$ cat src/rtl/activation_stream.sv
// Two-stage stallable activation pipeline between FWFT FIFOs: per-lane activation, then signed narrowing with saturation.
// Define ACTIVATION_STREAM_STATS_EN to add the word/saturation/negative-input counter ports.
module activation_stream #(
  parameter int DWIDTH_IN  = 16,
  parameter int DWIDTH_OUT = 8,
  parameter int LANES      = 2,
  parameter int LEAK_SHIFT = 3,
  parameter int CLIP_MAX   = 96
) (
  input  logic                        clock,
  input  logic                        reset,
  input  logic [1:0]                  mode,
  output logic                        fifo_in_rd_en,
  input  logic [LANES*DWIDTH_IN-1:0]  fifo_in_dout,
  input  logic                        fifo_in_empty,
  output logic                        fifo_out_wr_en,
  output logic [LANES*DWIDTH_OUT-1:0] fifo_out_din,
  input  logic                        fifo_out_full,
  output logic                        busy
`ifdef ACTIVATION_STREAM_STATS_EN
  ,
  output logic [31:0]                 word_count,
  output logic [31:0]                 sat_count,
  output logic [31:0]                 neg_count
`endif
);

  localparam int WI = DWIDTH_IN + 1;
  localparam logic signed [WI-1:0] CLIP_W  = WI'(CLIP_MAX);
  localparam logic signed [WI-1:0] OUT_MAX = {{(WI-DWIDTH_OUT+1){1'b0}}, {(DWIDTH_OUT-1){1'b1}}};
  localparam logic signed [WI-1:0] OUT_MIN = {{(WI-DWIDTH_OUT+1){1'b1}}, {(DWIDTH_OUT-1){1'b0}}};

  function automatic logic signed [WI-1:0] act_f(input logic signed [DWIDTH_IN-1:0] x,
                                                 input logic [1:0] m);
    logic signed [WI-1:0] xe;
    logic signed [WI-1:0] r;
    xe = {x[DWIDTH_IN-1], x};
    case (m)
      2'b00:   r = xe;
      2'b01:   r = x[DWIDTH_IN-1] ? '0 : xe;
      2'b10:   r = x[DWIDTH_IN-1] ? (xe >>> LEAK_SHIFT) : xe;
      2'b11:   r = x[DWIDTH_IN-1] ? '0 : ((xe > CLIP_W) ? CLIP_W : xe);
      default: r = xe;
    endcase
    return r;
  endfunction

  function automatic logic [DWIDTH_OUT-1:0] sat_val(input logic signed [WI-1:0] v);
    logic [DWIDTH_OUT-1:0] r;
    if (v > OUT_MAX) begin
      r = {1'b0, {(DWIDTH_OUT-1){1'b1}}};
    end else if (v < OUT_MIN) begin
      r = {1'b1, {(DWIDTH_OUT-1){1'b0}}};
    end else begin
      r = v[DWIDTH_OUT-1:0];
    end
    return r;
  endfunction

  logic                       s1_valid_r;
  logic                       s2_valid_r;
  logic [LANES*WI-1:0]        s1_data_r;
  logic [LANES*WI-1:0]        act_s;
  logic [LANES*DWIDTH_OUT-1:0] narrow_s;
  logic                       adv1_s;
  logic                       adv2_s;

  // Handshakes; reset suppresses both pops and pushes so no in-flight word escapes.
  always_comb begin
    adv2_s         = !s2_valid_r || !fifo_out_full;
    adv1_s         = !s1_valid_r || adv2_s;
    fifo_in_rd_en  = !reset && !fifo_in_empty && adv1_s;
    fifo_out_wr_en = !reset && s2_valid_r && !fifo_out_full;
    busy           = s1_valid_r || s2_valid_r;
  end

  // Per-lane activation of the word at the FIFO head, using the mode presented with it.
  always_comb begin
    act_s = '0;
    for (int i = 0; i < LANES; i++) begin
      act_s[i*WI +: WI] = act_f(fifo_in_dout[i*DWIDTH_IN +: DWIDTH_IN], mode);
    end
  end

  // Per-lane signed narrowing of stage-1 results.
  always_comb begin
    narrow_s = '0;
    for (int i = 0; i < LANES; i++) begin
      narrow_s[i*DWIDTH_OUT +: DWIDTH_OUT] = sat_val(s1_data_r[i*WI +: WI]);
    end
  end

  // Stage 1 register: activated lanes at full width plus one guard bit.
  always_ff @(posedge clock) begin
    if (reset) begin
      s1_valid_r <= 1'b0;
      s1_data_r  <= '0;
    end else if (adv1_s) begin
      s1_valid_r <= fifo_in_rd_en;
      s1_data_r  <= act_s;
    end
  end

  // Stage 2 register drives the output FIFO data directly.
  always_ff @(posedge clock) begin
    if (reset) begin
      s2_valid_r   <= 1'b0;
      fifo_out_din <= '0;
    end else if (adv2_s) begin
      s2_valid_r   <= s1_valid_r;
      fifo_out_din <= narrow_s;
    end
  end

`ifdef ACTIVATION_STREAM_STATS_EN
  logic             s1_neg_r;
  logic             s2_neg_r;
  logic [LANES-1:0] s2_sat_r;
  logic             neg_s;
  logic [LANES-1:0] sat_s;

  // Per-word negative-input flag and per-lane clamp flags.
  always_comb begin
    neg_s = 1'b0;
    sat_s = '0;
    for (int i = 0; i < LANES; i++) begin
      neg_s    = neg_s | fifo_in_dout[i*DWIDTH_IN + DWIDTH_IN - 1];
      sat_s[i] = ($signed(s1_data_r[i*WI +: WI]) > OUT_MAX) ||
                 ($signed(s1_data_r[i*WI +: WI]) < OUT_MIN);
    end
  end

  // Flags travel with their word through both stages.
  always_ff @(posedge clock) begin
    if (reset) begin
      s1_neg_r <= 1'b0;
      s2_neg_r <= 1'b0;
      s2_sat_r <= '0;
    end else begin
      if (adv1_s) begin
        s1_neg_r <= neg_s;
      end
      if (adv2_s) begin
        s2_neg_r <= s1_neg_r;
        s2_sat_r <= sat_s;
      end
    end
  end

  // Counters step only on an actual push, so stalls leave them unchanged.
  always_ff @(posedge clock) begin
    if (reset) begin
      word_count <= 32'd0;
      sat_count  <= 32'd0;
      neg_count  <= 32'd0;
    end else if (fifo_out_wr_en) begin
      word_count <= word_count + 32'd1;
      if (|s2_sat_r) begin
        sat_count <= sat_count + 32'd1;
      end
      if (s2_neg_r) begin
        neg_count <= neg_count + 32'd1;
      end
    end
  end
`endif

endmodule

$ cat config.mk
export PLATFORM = sky130hd
export DESIGN_NAME = activation_stream
export DESIGN_NICKNAME = d
export VERILOG_FILES = /design/src/rtl/activation_stream.sv
export SDC_FILE = /design/constraint.sdc
export NUM_CORES = 1
export LEC_CHECK = 0
export ABC_CLOCK_PERIOD_IN_PS = 1920
export CORE_MARGIN = 5
export CORE_UTILIZATION = 45
export CTS_CLUSTER_SIZE = 20
export DETAILED_ROUTE_END_ITERATION = 6
export GPL_TIMING_DRIVEN = 0
export HOLD_SLACK_MARGIN = 0.02
export PLACE_DENSITY = 0.82
export SETUP_SLACK_MARGIN = 0.02
export SKIP_LAST_GASP = 1
export SYNTH_ARGS = -nofsm -noshare
export SYNTH_HDL_FRONTEND = slang
export SYNTH_SLANG_ARGS = --single-unit
export TNS_END_PERCENT = 1
$ cat constraint.sdc
create_clock -name clock -period 1.92 [get_ports clock]
set_clock_uncertainty 0.1 [all_clocks]
set_input_delay 0.192 -clock clock [delete_from_list [all_inputs] [get_ports clock]]
set_output_delay 0.192 -clock clock [all_outputs]
set_load 0.05 [all_outputs]
==> results.txt, run 1 <==
----------------------------------------------------
[Status]
  Outcome ... finished, final reports clean

[STA]
  Final setup violation count ... 0
  RSZ-0062 raised after global routing ... yes
  Normalized max-slew margin ... 0.621
  Shortest period the worst path allows ... 1880 ps
  Hold Slack ... 97.7 ps
  FMAX ... 531 MHz
  Number of slew-limit violations in the final report ... 0
  Actual transition at the worst max-transition pin ... 565 ps
  Period Utilization, post-route ... 0.981
  Final Hold Fails ... 0

[Worst setup path]
  Maximum fanout along the worst path ... 10
  Reg-to-reg critical path startpoint ... s2_valid_r
  CP cell instances ... a31o_2 > clkbuf_8 > clkbuf_8 > nor2_1 > buf_4
  CP startpoint ... s1_valid_r
  Category of the worst setup path launch point ... flop
  Cell type with the highest occurrence count on the critical path ... clkbuf_8
  Cell at the slowest stage of the critical path ... dfxtp_1
  Critical setup path kind ... flop to output pin
  Sort of element at the end of the critical path ... output pin
  Highest cell delay on the worst timing path ... 360 ps
  Critical path required time ... 1630 ps
  Data arrival time of the worst path ... 1590 ps

[Layout]
  Area growth from synthesis to layout ... 28.4%
  Footprint of the multi-input gates ... 0.00144 mm²
  Ratio of cells with drive above 1 in the final layout ... 0.0972
  Top library cells by usage in the layout, fill and taps aside ... clkdlybuf4s50_1 (51), dfxtp_1 (50), a21oi_1 (32)
  Non-filler instance count after layout ... 432
  # fillers ... 495
  Most frequent standard cell in the layout excluding fill and tap cells ... clkdlybuf4s50_1
  Count of antenna diodes in the layout ... 0
  Final nets ... 398
  Sequential cell area ... 0.00100 mm²

[Clock tree]
  Quantity of gates resized following cts ... 6
  CTS tree ... done
  Num Clock Sinks ... 50
  Clock tree buffer depth ... 2
  Post-CTS Repair Setup Buffers ... 0
  Clock root buffer ... clkbuf_8
  Insertion delay to the later sink of the worst-skew pair ... 300 ps
  H-tree depth reported by CTS ... 2
  Number of buffers created by CTS ... 5
  Clock input transition at the sequential cells of the worst setup and hold paths ... 90 ps
  Hold buffers post-CTS ... 0

[GRT]
  Remaining global-route overflow ... 0
  Number of antenna violations at the first check in global routing ... 0
  Global-route wire length before repair ... 11.1 mm
  Pin count of the biggest net entering global routing ... 16
  Overall track demand over capacity in global routing ... 0.184
  Number of global-route vias before repair ... 2363

[Die]
  Floorplan die area ... 0.00730 mm²
  Number of placement rows ... 27
  Die span in y ... 85.4 µm
  Area of the placeable core ... 0.00551 mm²
  I/O pin total ... 57
  Starting density of the core ... 0.465
  Die Span X ... 85.4 µm

[Min path]
  Startpoint of the tightest hold check path ... reset
  Path category of the worst min-delay check ... input pin to flop

[Drt]
  Total vias in the final route ... 2576
  Drt first pass iters ... 5
  Via-to-Cell Ratio ... 5.96
  Total DRC errors in the routed layout ... 0
  Overall routed net length ... 6.75 mm
  First-iteration detailed-routing DRC count ... 157
  Antenna Violating Nets Remaining ... 0
  Wire per inst ... 15.6 µm

[Flow run]
  Max_cap viols ... 0

[Synthesis]
  Distinct cell type count after synthesis ... 44
  Synthesized instance count ... 298
  Mean instance size in the synthesized netlist ... 8.59 µm²
  Most used DFF post-synth ... dfxtp_1
  Share of the yosys chip area belonging to registers ... 0.391
  Number of synthesized flops with an enable pin ... 0
  Share of synthesized registers carrying an async set or reset ... 0
  Synth warnings ... 0
  Summed instance area of the synthesized netlist ... 0.00256 mm²
  FF+latch count, synth ... 50
  Synthesized net count ... 336

[Place]
  Placed cells ... 425
  Global placer's final weighted congestion ... 0.842
  Port buffer count ... 55
  Final HPWL from detailed placement ... 5.19 mm

[Pwr]
  Leakage power ... 1.20 nW
  Worst-case vdd ir drop ... 323 µV
  Power density over the cells ... 725 mW/mm²
  Total power ... 2.38 mW

----------------------------------------------------
==> per-stage QoR <==
step	cell area (µm²)	setup TNS (ps)	setup WS (ps)	util
final	3290	0	35.6	0.597
after global routing	3290	-37.3	-23.4	0.597
after CTS	3280	-166	-105	0.596
after detailed placement	3200	-6090	-644	0.581
after global placement	3200	-5010	-608	0.581
after floorplan	2560	0	81.3	-
==> layer usage <==
| layer | track usage | wire (µm) | vias to the layer above |
|---|---|---|---|
| met5 | 0 | 0 | - |
| met4 | 0.0633 | 85 | 0 |
| met3 | 0.0262 | 426 | 11 |
| met2 | 0.310 | 3210 | 94 |
| met1 | 0.240 | 3030 | 1223 |
| li1 | - | - | 1248 |
==> worst max-delay path, delay by kind of cell (launching register included) <==
family | cells | cell delay, ps
flops | 1 | 360
buf+inv | 3 | 550
simple gates | 1 | 100
compound gates | 1 | 280
==> cells by family after synthesis <==
kind of cell / count (synthesis) / share of synthesized area
flip-flops: 50 / 0.391
AND/OR/NAND/NOR: 113 / 0.239
AO/OA/AOI/OAI: 115 / 0.322
buffers and inverters: 20 / 0.0479
==> final timing paths <==
kind | end | slack [ps] | cells past startpoint
worst max-delay path | fifo_in_rd_en | 40 | 5
worst min-delay path | fifo_out_din[1] | 100 | 2
worst max register to register | s1_data_r[11] | 130 | 5
worst min register to register | fifo_out_din[7] | 360 | 2
==> cell usage after synthesis (2+ instances only) <==
library cell | number | share of area
nand2_1 | 28 | 0.041
nor3_1 | 2 | 0.0039
a31oi_1 | 6 | 0.015
dfxtp_1 | 50 | 0.39
nand3_1 | 5 | 0.0098
o21ai_0 | 5 | 0.0098
a21oi_1 | 32 | 0.063
and2_1 | 3 | 0.0073
and2b_1 | 3 | 0.0088
nand2b_1 | 4 | 0.0098
a21o_1 | 7 | 0.021
o31ai_1 | 15 | 0.044
clkbuf_1 | 11 | 0.016
nor4_2 | 2 | 0.0098
buf_6 | 2 | 0.0088
nand3b_1 | 2 | 0.0059
a211oi_1 | 16 | 0.047
nor2b_1 | 8 | 0.020
and2b_2 | 7 | 0.024
a31o_2 | 2 | 0.0068
nor4_1 | 8 | 0.020
clkbuf_8 | 3 | 0.016
buf_2 | 2 | 0.0039
a22oi_1 | 15 | 0.044
a32o_1 | 11 | 0.043
nand4_1 | 4 | 0.0098
o21ai_1 | 2 | 0.0039
nor2_1 | 27 | 0.040
==> power by group <==
group          leakage (nW)  switching (mW)  internal (mW)
combinational         0.748           0.360          0.254
clock                0.0362           0.343          0.249
sequential            0.415          0.0528           1.12
total                  1.20           0.757           1.63
==> sequential cells by signal (all words and copies together), names as in the netlist <==
signal	count
s1_valid_r	1
fifo_out_din	16
s1_data_r	32
s2_valid_r	1
==> cell type report <==
class | count | area share
clock buffers | 5 | 0.0209
repair buffers | 55 | 0.168
well taps | 72 | 0.0274
inverters | 1 | 0.00114
clock inverters | 2 | 0.00457
plain buffers | 19 | 0.0365
flip-flops and latches | 50 | 0.304
multi-input cells | 228 | 0.437
Note: power is estimated with default switching activity, not from simulation.
==> run 2, diff against run 1 <==
--- a/config.mk
+++ b/config.mk
@@ -8,6 +8,7 @@
 export ABC_CLOCK_PERIOD_IN_PS = 1920
 export CORE_MARGIN = 5
 export CORE_UTILIZATION = 45
+export CTS_BUF_LIST = sky130_fd_sc_hd__clkbuf_8
 export CTS_CLUSTER_SIZE = 20
 export DETAILED_ROUTE_END_ITERATION = 6
 export GPL_TIMING_DRIVEN = 0
==> results of run 2 <==
Final layout, timing and power as in run 1 (identical DEF).
